--- src/rtl/fgp_fb_writer_if.sv ---
// Payload-stream-to-framebuffer bus: fgp_rx offset/byte stream in, RAM write port
// and status out.
interface fgp_fb_writer_if #(
  parameter int ADDR_WIDTH  = 17,
  parameter int COLOR_WIDTH = 12
);
  logic                   setoff_req;
  logic [ADDR_WIDTH-1:0]  setoff_val;
  logic                   inclk;
  logic [7:0]             in;
  logic                   in_done;
  logic                   we;
  logic [ADDR_WIDTH-1:0]  waddr;
  logic [COLOR_WIDTH-1:0] wdata;
  logic                   pkt_done;
  logic                   err;

  modport master (
    output setoff_req, setoff_val, inclk, in, in_done,
    input  we, waddr, wdata, pkt_done, err
  );

  modport slave (
    input  setoff_req, setoff_val, inclk, in, in_done,
    output we, waddr, wdata, pkt_done, err
  );
endinterface

--- src/rtl/fgp_fb_writer.sv ---
// Unpacks the fgp_rx payload stream (3 bytes -> 2 colours of 12 bits) into
// framebuffer RAM writes at base + colour index.
module fgp_fb_writer #(
  parameter int COLOR_WIDTH = 12,
  parameter int ADDR_WIDTH  = 17,
  parameter int FB_DEPTH    = 76800,
  parameter int PKT_COLORS  = 512
) (
  input logic            clk,
  input logic            rst,
  fgp_fb_writer_if.slave bus
);

  localparam int IDX_W = $clog2(PKT_COLORS + 1);
  localparam logic [IDX_W-1:0] IDX_FULL = IDX_W'(PKT_COLORS);
  localparam logic [IDX_W-1:0] IDX_LAST = IDX_W'(PKT_COLORS - 1);
  localparam logic [ADDR_WIDTH:0] FB_LIMIT = (ADDR_WIDTH + 1)'(FB_DEPTH);

  typedef enum logic {IDLE, ACTIVE} state_t;

  state_t                 state, state_nx;
  logic [ADDR_WIDTH-1:0]  base, base_nx;
  logic [IDX_W-1:0]       idx, idx_nx;
  logic [1:0]             phase, phase_nx;
  logic [7:0]             hold_byte, hold_byte_nx;
  logic [3:0]             hold_nib, hold_nib_nx;

  logic                   accept, colour_done, in_fb, err_set;
  logic [ADDR_WIDTH:0]    addr_sum;
  logic [COLOR_WIDTH-1:0] colour;

  logic                   we_d, pkt_done_d, err_d;
  logic [ADDR_WIDTH-1:0]  waddr_d;
  logic [COLOR_WIDTH-1:0] wdata_d;

  always_ff @(posedge clk) begin
    if (rst) begin
      state     <= IDLE;
      base      <= '0;
      idx       <= '0;
      phase     <= '0;
      hold_byte <= '0;
      hold_nib  <= '0;
    end else begin
      state     <= state_nx;
      base      <= base_nx;
      idx       <= idx_nx;
      phase     <= phase_nx;
      hold_byte <= hold_byte_nx;
      hold_nib  <= hold_nib_nx;
    end
  end

  // A byte is decoded only when armed, not full, and not pre-empted by a new offset.
  assign accept      = bus.inclk && !bus.setoff_req && (state == ACTIVE) && (idx != IDX_FULL);
  assign colour_done = accept && (phase != 2'd0);
  assign colour      = (phase == 2'd1) ? {hold_byte, bus.in[7:4]} : {hold_nib, bus.in};
  assign addr_sum    = {1'b0, base} + (ADDR_WIDTH + 1)'(idx);
  assign in_fb       = addr_sum < FB_LIMIT;

  assign err_set =
      (bus.setoff_req && (bus.inclk || (state == ACTIVE && (idx != '0 || phase != 2'd0))))
   || (!bus.setoff_req && bus.inclk && (state == IDLE || idx == IDX_FULL))
   || (accept && bus.in_done && !(phase == 2'd2 && idx == IDX_LAST));

  always_comb begin
    state_nx     = state;
    base_nx      = base;
    idx_nx       = idx;
    phase_nx     = phase;
    hold_byte_nx = hold_byte;
    hold_nib_nx  = hold_nib;
    if (bus.setoff_req) begin
      state_nx = ACTIVE;
      base_nx  = bus.setoff_val;
      idx_nx   = '0;
      phase_nx = 2'd0;
    end else if (accept) begin
      case (phase)
        2'd0: begin
          hold_byte_nx = bus.in;
          phase_nx     = 2'd1;
        end
        2'd1: begin
          hold_nib_nx = bus.in[3:0];
          phase_nx    = 2'd2;
          idx_nx      = idx + IDX_W'(1);
        end
        default: begin
          phase_nx = 2'd0;
          idx_nx   = idx + IDX_W'(1);
        end
      endcase
      if (bus.in_done) state_nx = IDLE;
    end
  end

  // Colours landing beyond the visible framebuffer still consume an index but never write.
  always_comb begin
    we_d       = colour_done && in_fb;
    waddr_d    = bus.waddr;
    wdata_d    = bus.wdata;
    pkt_done_d = accept && bus.in_done;
    err_d      = bus.err || err_set;
    if (colour_done && in_fb) begin
      waddr_d = addr_sum[ADDR_WIDTH-1:0];
      wdata_d = colour;
    end
  end

  always_ff @(posedge clk) begin
    if (rst) begin
      bus.we       <= 1'b0;
      bus.waddr    <= '0;
      bus.wdata    <= '0;
      bus.pkt_done <= 1'b0;
      bus.err      <= 1'b0;
    end else begin
      bus.we       <= we_d;
      bus.waddr    <= waddr_d;
      bus.wdata    <= wdata_d;
      bus.pkt_done <= pkt_done_d;
      bus.err      <= err_d;
    end
  end

endmodule

--- src/flat_wrapper.sv ---
// flat-port wrapper written by rule: the top's interface ports become plain ports
module fgp_fb_writer_flat 
#(
  parameter int COLOR_WIDTH = 12,
  parameter int ADDR_WIDTH  = 17,
  parameter int FB_DEPTH    = 76800,
  parameter int PKT_COLORS  = 512
)
  (clk, rst, bus_setoff_req, bus_setoff_val, bus_inclk, bus_in, bus_in_done, bus_we, bus_waddr, bus_wdata, bus_pkt_done, bus_err);
  fgp_fb_writer_if #(.ADDR_WIDTH(ADDR_WIDTH), .COLOR_WIDTH(COLOR_WIDTH)) bus_i ();
  input logic clk;
  input logic rst;
  input wire logic [$bits(bus_i.setoff_req)-1:0] bus_setoff_req;
  input wire logic [$bits(bus_i.setoff_val)-1:0] bus_setoff_val;
  input wire logic [$bits(bus_i.inclk)-1:0] bus_inclk;
  input wire logic [$bits(bus_i.in)-1:0] bus_in;
  input wire logic [$bits(bus_i.in_done)-1:0] bus_in_done;
  output wire logic [$bits(bus_i.we)-1:0] bus_we;
  output wire logic [$bits(bus_i.waddr)-1:0] bus_waddr;
  output wire logic [$bits(bus_i.wdata)-1:0] bus_wdata;
  output wire logic [$bits(bus_i.pkt_done)-1:0] bus_pkt_done;
  output wire logic [$bits(bus_i.err)-1:0] bus_err;
  assign bus_i.setoff_req = bus_setoff_req;
  assign bus_i.setoff_val = bus_setoff_val;
  assign bus_i.inclk = bus_inclk;
  assign bus_i.in = bus_in;
  assign bus_i.in_done = bus_in_done;
  assign bus_we = bus_i.we;
  assign bus_waddr = bus_i.waddr;
  assign bus_wdata = bus_i.wdata;
  assign bus_pkt_done = bus_i.pkt_done;
  assign bus_err = bus_i.err;
  fgp_fb_writer #(.COLOR_WIDTH(COLOR_WIDTH), .ADDR_WIDTH(ADDR_WIDTH), .FB_DEPTH(FB_DEPTH), .PKT_COLORS(PKT_COLORS)) u_core (.clk(clk), .rst(rst), .bus(bus_i));
endmodule
--- config.mk ---
export PLATFORM = sky130hd
export DESIGN_NAME = fgp_fb_writer_flat
export DESIGN_NICKNAME = d
export VERILOG_FILES = /design/src/rtl/fgp_fb_writer_if.sv /design/src/rtl/fgp_fb_writer.sv /design/src/flat_wrapper.sv
export SDC_FILE = /design/constraint.sdc
export NUM_CORES = 1
export LEC_CHECK = 0
export CORE_MARGIN = 2
export CORE_UTILIZATION = 48
export DETAILED_ROUTE_END_ITERATION = 8
export PLACE_DENSITY = 0.75
export SKIP_CTS_REPAIR_TIMING = 1
export SYNTH_ARGS = -nofsm -noshare
export SYNTH_HDL_FRONTEND = slang
export SYNTH_SLANG_ARGS = --single-unit
--- constraint.sdc ---
create_clock -name clk -period 2.9 [get_ports clk]
set_clock_uncertainty 0.15 [all_clocks]
set_input_delay 0.29 -clock clk [delete_from_list [all_inputs] [get_ports clk]]
set_output_delay 0.29 -clock clk [all_outputs]
set_load 0.02 [all_outputs]
After elaboration in Yosys (flattened, before gate mapping)
Index checks and enable logic that the tools add are counted.
W data, S select, Z words.
{"block": "word_totals", "regBits": 74, "word_cells": 56}
{"block": "op_classes", "addsub": 2, "order_cmp": 1, "n_eq_ne": 5, "mux": 5, "n_bitwise": 3, "reduce_logical": 29}
{"operator": "$add A17 B10 Y18", "count": 1}
{"operator": "$lt A18 B17 Y1 const B", "count": 1}
{"operator": "$mux W12", "count": 1}
{"operator": "$logic_and A1 B1 Y1", "count": 11}
{"operator": "$add A10 B1 Y10 const B", "count": 1}
{"operator": "$eq A10 B10 Y1 const B", "count": 1}
{"operator": "$eq A10 B9 Y1 const B", "count": 1}
{"operator": "$ne A10 B10 Y1 const B", "count": 1}
{"operator": "$reduce_bool A10 Y1", "count": 1}
{"operator": "$logic_or A1 B1 Y1", "count": 6}
{"operator": "$reduce_and A3 Y1", "count": 2}
{"operator": "$reduce_bool A2 Y1", "count": 3}
{"operator": "$pmux W2 S2", "count": 1}
{"operator": "$reduce_and A2 Y1", "count": 2}
{"operator": "$mux W1", "count": 3}
{"operator": "$not A1 Y1", "count": 3}
{"operator": "$eq A2 B1 Y1 const B", "count": 1}
{"operator": "$eq A2 B2 Y1 const B", "count": 1}
{"operator": "$logic_not A1 Y1", "count": 2}
{"operator": "$logic_not A2 Y1", "count": 1}
{"operator": "$reduce_or A2 Y1", "count": 1}

Longest topological paths before layout
Gate-level depths: netlist of run 1.
{"block": "depth", "depth_word": 8, "depth_mapped": 13, "depth_no_buf": 11}

Worst setup path before layout of run 1
Ideal clock, no wire load.
{"block": "synth_path", "kind": "register to register", "startpoint": "register u_core.idx[0]", "endpoint": "register u_core.bus.wdata[2]", "setup_time_ps": 146, "t_arrival_ps": 2879, "slack_ps": -275, "stages_incl_launch_ff": 14, "n_path_buf": 2, "cell_sequence": "dfxtp_1 -> ha_1 -> inv_1 -> fa_1 -> and2b_1 -> o2111ai_2 -> a31oi_2 -> nor3_2 -> or4b_4 -> a21o_1 -> buf_6 -> nand2_2 -> buf_4 -> a211oi_2"}
{"block": "synth_via", "elab_chain_len": 4, "word_cells_on_any_way": 6, "classes_between": "add/sub (1); order compare (1); eq/ne (1); reduce/logical (3)"}
{"element": "start, declared", "line_no": "fgp_fb_writer.sv:23", "text": "logic [IDX_W-1:0] idx, idx_nx;"}
{"element": "start signal, assigned", "line_no": "fgp_fb_writer.sv:47", "text": "idx <= idx_nx;"}
{"element": "branches (longest 3 deep; another with $add A17 B10 Y18)"}
{"element": "$logic_and A1 B1 Y1 (*)", "line_no": "fgp_fb_writer.sv:105", "text": "if (colour_done && in_fb) begin"}
{"element": "end signal, assigned", "line_no": "fgp_fb_writer.sv:121", "text": "bus.wdata <= wdata_d;"}
{"element": "end, declared", "line_no": "fgp_fb_writer_if.sv:25", "text": "output we, waddr, wdata, pkt_done, err"}
Every way passes the cells marked *.
A chain may end at the register's enable or synchronous reset.

Final worst setup path of run 1
{"block": "layout_path", "startpoint": "register u_core.base[0]", "endpoint": "register u_core.bus.waddr[5]"}
{"block": "layout_via", "elab_chain_len": 3}
{"element": "start, declared", "line_no": "fgp_fb_writer.sv:22", "text": "logic [ADDR_WIDTH-1:0] base, base_nx;"}
{"element": "start signal, assigned", "line_no": "fgp_fb_writer.sv:46", "text": "base <= base_nx;"}
{"element": "$add A17 B10 Y18 (*)", "line_no": "fgp_fb_writer.sv:58", "text": "assign addr_sum = {1'b0, base} + (ADDR_WIDTH + 1)'(idx);"}
{"element": "$lt A18 B17 Y1", "line_no": "fgp_fb_writer.sv:59", "text": "assign in_fb = addr_sum < FB_LIMIT;"}
{"element": "$logic_and A1 B1 Y1", "line_no": "fgp_fb_writer.sv:105"}
{"element": "end signal, assigned", "line_no": "fgp_fb_writer.sv:120", "text": "bus.waddr <= waddr_d;"}
{"element": "end, declared", "line_no": "fgp_fb_writer_if.sv:25"}
Every way passes the cells marked *; elsewhere a longest branch is shown, timed or not.

==> results.yml, run 1 <==
floorplan:
  dieArea_sq_mm: 0.00838
  die_w_um: 91.6
  core_sq_mm: 0.00733
  start_util_pct: 50.2
  die_h_um: 91.6
  rows: 31
  io_pins: 62
clock_network:
  clock_latency_ns: 0.36
  cts.sinks: 74
  cts_tree: "built"
  path_clk_slew_ns: 0.08
  cts-htree-levels: 3
  cts_buffer_depth: 2
  cts_buffers: 9
  cts-root-buf: "clkbuf_8"
yosys:
  synth-seq-area-share_pct: 40.3
  synthAdderAreaFrac_pct: 4.62
  synthCells: 398
  synth_top_family_by_area: "simple AND/OR/NAND/NOR gates"
  netlist_area_sq_mm: 0.00368
  ys.flop_type: "dfxtp_1"
  async_flop_share_pct: 0
  synth.area.mux_share_pct: 12.0
  synth-edff-count: 0
  syn-num-nets: 441
  synth-compound-area-share_pct: 16.2
  synth-simple-area-share_pct: 18.5
  synth_xor_area_share_pct: 4.28
  synth-seq-cells: 74
  yosysWarnings: 0
  postSynthAreaPerCell_sq_um: 9.25
  synth_cell_types: 51
sta:
  hold_ws_ns: 0.175
  period_share_pct: 102
  finalSetupViolations: 18
  rsz0062_at_grt: "yes"
  slew_viol_final: 0
  hold_viol_final: 0
  fmax_ghz: 0.338
  slew_headroom_pct: 46.2
  setup_ws_ns: -0.0592
  worst_slew_pin_slew_ns: 0.799
  min_period_ns: 2.96
route:
  ant_nets: 0
  drc: 0
  wl_per_cell_um: 15.2
  first_pass_iters: 5
  drt_wl_total_um: 8820
  via_per_inst: 5.48
  num_vias: 3180
  drtIter0Drc: 152
place:
  dpl_worst_slack_ns: -0.0399
  dp_hpwl_um: 6340
  port_buffers: 61
  gp_congestion: 0.932
finish:
  fin_nets: 519
  drive_gt1_share_pct: 16.8
  antenna_cells: 0
  area_growth_pct: 32.2
  fin_util_pct: 66.3
worst_setup_path:
  path_max_fanout: 4
  crit_type: "reg2reg"
  critPathCaptureType: "register"
  required_ns: 3.01
  cp.arrival_ns: 3.06
  worstSetupStartpointType: "register"
power:
  p_sw_share_pct: 24.2
  p_leak_nw: 1.86
  seq_power_share_pct: 50.7
  p_switching_mw: 0.504
  cellPowerDensity_mw_per_mm2: 428
  clkPwrFrac_pct: 40.9
  p_comb_share_pct: 8.4
  total_power_mw: 2.08
  peakVddDrop_mv: 0.258
  p_int_mw: 1.58
outcome:
  status: "complete, but fails checks"
  violations: "negative setup slack"
global_route:
  overflow: 0
  antenna_found_initial: 0
  grt_pass1_vias: 2963
  grt_first_pass_wirelength_um: 14300
  grt_max_degree: 26
  gr-usage-all-layers_pct: 21.3
run:
  max_cap_viol_count: 0
min_path:
  hp-class: "in2reg"
metal layers:
metal | vias to the layer above | routed length [um] | global-route usage [%]
met1 | 1485 | 4090 | 28.8
met3 | 12 | 482 | 4.56
met2 | 100 | 4110 | 34.2
met5 | - | 0 | 0
met4 | 0 | 136 | 5.68
li1 | 1583 | - | -
registers in the layout (all words and copies together) (netlist names):
| register | flops |
|---|---|
| u_core.idx | 10 |
| u_core.state | 1 |
| u_core.hold_byte | 8 |
| u_core.hold_nib | 4 |
| u_core.bus.waddr | 17 |
| u_core.phase | 2 |
| u_core.bus.we | 1 |
| u_core.base | 17 |
| u_core.bus.pkt_done | 1 |
| u_core.bus.err | 1 |
| u_core.bus.wdata | 12 |
worst max-delay path, stage by stage (launching register included):
cell       delay [ns]
dfxtp_2          0.35
ha_4             0.14
inv_2            0.03
fa_2             0.33
and2b_1          0.23
o2111ai_2        0.16
a31oi_4          0.26
nor3_4           0.05
or4b_4           0.51
a21o_1           0.24
and4_1           0.21
a41o_1           0.20
cells by family (layout without fill, tap and decap cells):
| family | count (synthesis) | in the layout |
|---|---|---|
| xor+xnor | 18 | 18 |
| mux | 44 | 44 |
| fa+ha+maj | 13 | 13 |
| simple gates | 141 | 141 |
| flops | 74 | 74 |
| compound gates | 75 | 75 |
| buf+inv | 33 | 116 |
placed cells by master, fill, tap and decap left out, types with 3 or more instances in the layout:
master and instances:
dfxtp_1 72, clkdlybuf4s50_1 60, nor2_1 55, mux2i_1 43, nor3_1 25, buf_4 23
a21oi_1 19, nand2_1 16, a211oi_2 15, xnor2_1 13, nand3_1 11, ha_1 11
inv_1 9, o21ai_0 9, nand4_1 9, clkbuf_8 9, a211oi_1 5, a31oi_1 4
a21o_1 4, nand2b_1 4, xor2_1 4, o21a_1 3, o31ai_1 3, or3_1 3
clkinv_4 3, buf_12 3
power by group through the flow:
stage          Combinational, mW  Sequential, mW  Clock, mW
2_1_floorplan             0.0986            1.08          0
3_3_place_gp               0.170            1.08          0
3_5_place_dp               0.172            1.08          0
4_1_cts                    0.174            1.05      0.861
5_1_grt                    0.191            1.06      0.904
6_report                   0.176            1.06      0.851
synthesized netlist by cell type (all sizes together), types with 4 or more instances:
library cell | n | area share [%]
a21oi | 21 | 3.2
xor2 | 4 | 0.95
nand2b | 4 | 0.68
clkbuf | 12 | 1.2
a21o | 4 | 0.82
ha | 12 | 4.1
a31oi | 5 | 1.0
dfxtp | 74 | 40
mux2i | 44 | 12
a211oi | 20 | 6.1
nand4 | 9 | 1.5
inv | 10 | 1.0
buf | 11 | 1.9
nor3 | 26 | 3.7
nand2 | 17 | 1.8
o21ai | 9 | 1.2
xnor2 | 14 | 3.3
nand3 | 11 | 1.5
nor2 | 57 | 5.8
final cells by class:
type                    instances  area [sq um]
inverters                      10          37.5
multi-input cells             291          2110
repair buffers                 90           890
clock buffers                  11           153
well taps                      99           124
fillers                       573          2470
clock inverters                 5          61.3
flip-flops and latches         74          1490
metrics by stage:
step | cell area (sq um) | instances | setup TNS [ns]
2_1_floorplan | 3710 | 398 | -0.0167
3_3_place_gp | 4550 | 563 | 0
3_5_place_dp | 4550 | 563 | -0.355
4_1_cts | 4770 | 579 | -0.835
5_1_grt | 4860 | 580 | -3.60
6_report | 4860 | 580 | -0.563
final timing paths:
check | from | depth (start not counted) | slack (ns) | to
worst min-delay path | rst | 2 | 0.18 | u_core.state
worst max register to register | u_core.base[0] | 11 | -0.06 | u_core.bus.waddr[5]
worst min register to register | u_core.bus.waddr[2] | 2 | 0.34 | u_core.bus.waddr[2]
worst max-delay path | u_core.base[0] | 11 | -0.06 | u_core.bus.waddr[5]
Power figures use the tool's default switching activity.
==> run 2, diff against run 1 <==
--- a/config.mk
+++ b/config.mk
@@ -7,7 +7,9 @@
 export LEC_CHECK = 0
 export CORE_MARGIN = 2
 export CORE_UTILIZATION = 48
+export CTS_CLUSTER_DIAMETER = 40
 export DETAILED_ROUTE_END_ITERATION = 8
+export GPL_ROUTABILITY_DRIVEN = 0
 export PLACE_DENSITY = 0.75
 export SKIP_CTS_REPAIR_TIMING = 1
 export SYNTH_ARGS = -nofsm -noshare
==> results of run 2 <==
No change in the layout: final DEF, timing and power equal those of run 1.
==> run 3, diff against run 2 <==
--- a/config.mk
+++ b/config.mk
@@ -6,11 +6,12 @@
 export NUM_CORES = 1
 export LEC_CHECK = 0
 export CORE_MARGIN = 2
-export CORE_UTILIZATION = 48
+export CORE_UTILIZATION = 50
+export CTS_BUF_LIST = sky130_fd_sc_hd__clkbuf_8
 export CTS_CLUSTER_DIAMETER = 40
 export DETAILED_ROUTE_END_ITERATION = 8
 export GPL_ROUTABILITY_DRIVEN = 0
-export PLACE_DENSITY = 0.75
+export PLACE_DENSITY = 0.78
 export SKIP_CTS_REPAIR_TIMING = 1
 export SYNTH_ARGS = -nofsm -noshare
 export SYNTH_HDL_FRONTEND = slang
==> results.yml, run 3 (same netlist as run 1, synthesis figures left out) <==
outcome:
  status: "complete, but fails checks"
  violations: "negative setup slack"
worst_setup_path:
  path_max_fanout: 5
  cpMaxStageDelayCell: "or4b_4"
  critPathCaptureType: "register"
  worstSetupStartpointType: "register"
  worst_path_largest_cell_delay_ns: 0.52
  rrSetupSlack_ns: -0.07
  crit_type: "reg2reg"
  required_ns: 2.99
  cp.arrival_ns: 3.06
  cp_cell_sequence: "ha_4 > inv_2 > fa_2 > and2b_1 > o2111ai_2 > a31oi_4 > nor3_4 > or4b_4 > a21o_4 > and4_1 > a41o_1"
  critPathBufInv: 1
  cp_top_family: "simple AND/OR/NAND/NOR gates"
floorplan:
  die_w_um: 89.8
  die_h_um: 89.8
  rows: 31
  start_util_pct: 51.3
  core_sq_mm: 0.00718
  io_pins: 62
  dieArea_sq_mm: 0.00806
finish:
  area_growth_pct: 31.7
  seqCellArea_sq_mm: 0.00149
  multi_input_area_sq_mm: 0.00211
  antenna_cells: 0
  nFillCells: 568
  final_cell_mix: "71 x dfxtp_1, 60 x clkdlybuf4s50_1, 56 x nor2_1, 44 x mux2i_1, 24 x nor3_1"
  fin_nets: 518
  drive_gt1_share_pct: 16.7
  layout_commonest_cell: "dfxtp_1"
  top_regs: "u_core.base: 17 flops, u_core.bus.waddr: 17 flops, u_core.bus.wdata: 12 flops"
sta:
  period_share_pct: 102
  finalSetupViolations: 25
  slew_viol_final: 0
  setup_ws_ns: -0.0674
  min_period_ns: 2.97
  finalSetupTns_ns: -0.568
  slew_headroom_pct: 40.1
  rsz0062_at_grt: "yes"
  fmax_ghz: 0.337
  hold_ws_ns: 0.170
  hold_viol_final: 0
  worst_slew_pin_slew_ns: 0.889
route:
  drtIter0Drc: 97
  first_pass_iters: 4
  via_per_inst: 5.56
  drt_wl_total_um: 8890
  ant_nets: 0
  drc: 0
  wl_per_cell_um: 15.4
  num_vias: 3220
global_route:
  overflow: 0
  grt_max_degree: 48
  gr-usage-all-layers_pct: 21.9
  antenna_found_initial: 0
  grt_first_pass_wirelength_um: 14400
  grt_pass1_vias: 3034
power:
  peakVddDrop_mv: 0.287
  p_leak_nw: 1.85
  total_power_mw: 2.14
  cellPowerDensity_mw_per_mm2: 441
clock_network:
  cts_tree: "built"
  clock_latency_ns: 0.35
  cts-root-buf: "clkbuf_8"
  path_clk_slew_ns: 0.08
  cts_buffer_depth: 2
  cts_buffers: 9
  cts.sinks: 74
  cts-htree-levels: 3
place:
  dp_hpwl_um: 6410
  port_buffers: 61
run:
  max_cap_viol_count: 0
min_path:
  hp-class: "in2reg"
-- run 3: path summary, 6_finish.rpt --
path / start / endpoint / cells past startpoint
min reg2reg: u_core.hold_byte[2] / u_core.hold_byte[2] / 2
max reg2reg: u_core.idx[0] / u_core.bus.waddr[5] / 11
min: rst / u_core.base[3] / 2
max: u_core.idx[0] / u_core.bus.waddr[5] / 11
-- run 3: worst register-to-register path: stages (launching register included) --
cell       delay, ns
dfxtp_4         0.36
ha_4            0.13
inv_2           0.03
fa_2            0.34
and2b_1         0.23
o2111ai_2       0.16
a31oi_4         0.24
nor3_4          0.05
or4b_4          0.52
a21o_4          0.27
and4_1          0.19
a41o_1          0.19
-- run 3: metrics by stage --
step	std cells	utilization [%]	area (sq um)	setup WS, ns
final	579	67.5	4840	-0.0674
after global routing	579	67.5	4840	-0.204
after CTS	577	66.4	4770	-0.0265
after detailed placement	561	63.3	4540	-0.00574
after global placement	561	63.3	4540	0.0254
after floorplan	398	-	3710	-0.0167
-- run 3: area by class of cell --
cell class | instances | share of cell area, %
clock buffer | 10 | 2.84
multi-input combinational | 291 | 43.5
tap | 99 | 2.56
clock inverter | 6 | 1.86
inverter | 10 | 0.775
sequential | 74 | 30.7
timing repair buffer | 89 | 17.7
-- run 3: where the power goes --
group	leakage (nW)	internal (mW)	switching, mW
Clock	0.112	0.509	0.397
Sequential	0.602	1.04	0.0200
Combinational	1.14	0.0884	0.0862
Total	1.85	1.63	0.503
-- run 3: per-layer routing --
metal / part of all wire (%) / track usage [%]
met2: 48 / 36.0
met4: 2.8 / 9.62
met5: 0 / 0
met3: 5.2 / 4.78
met1: 44 / 27.9
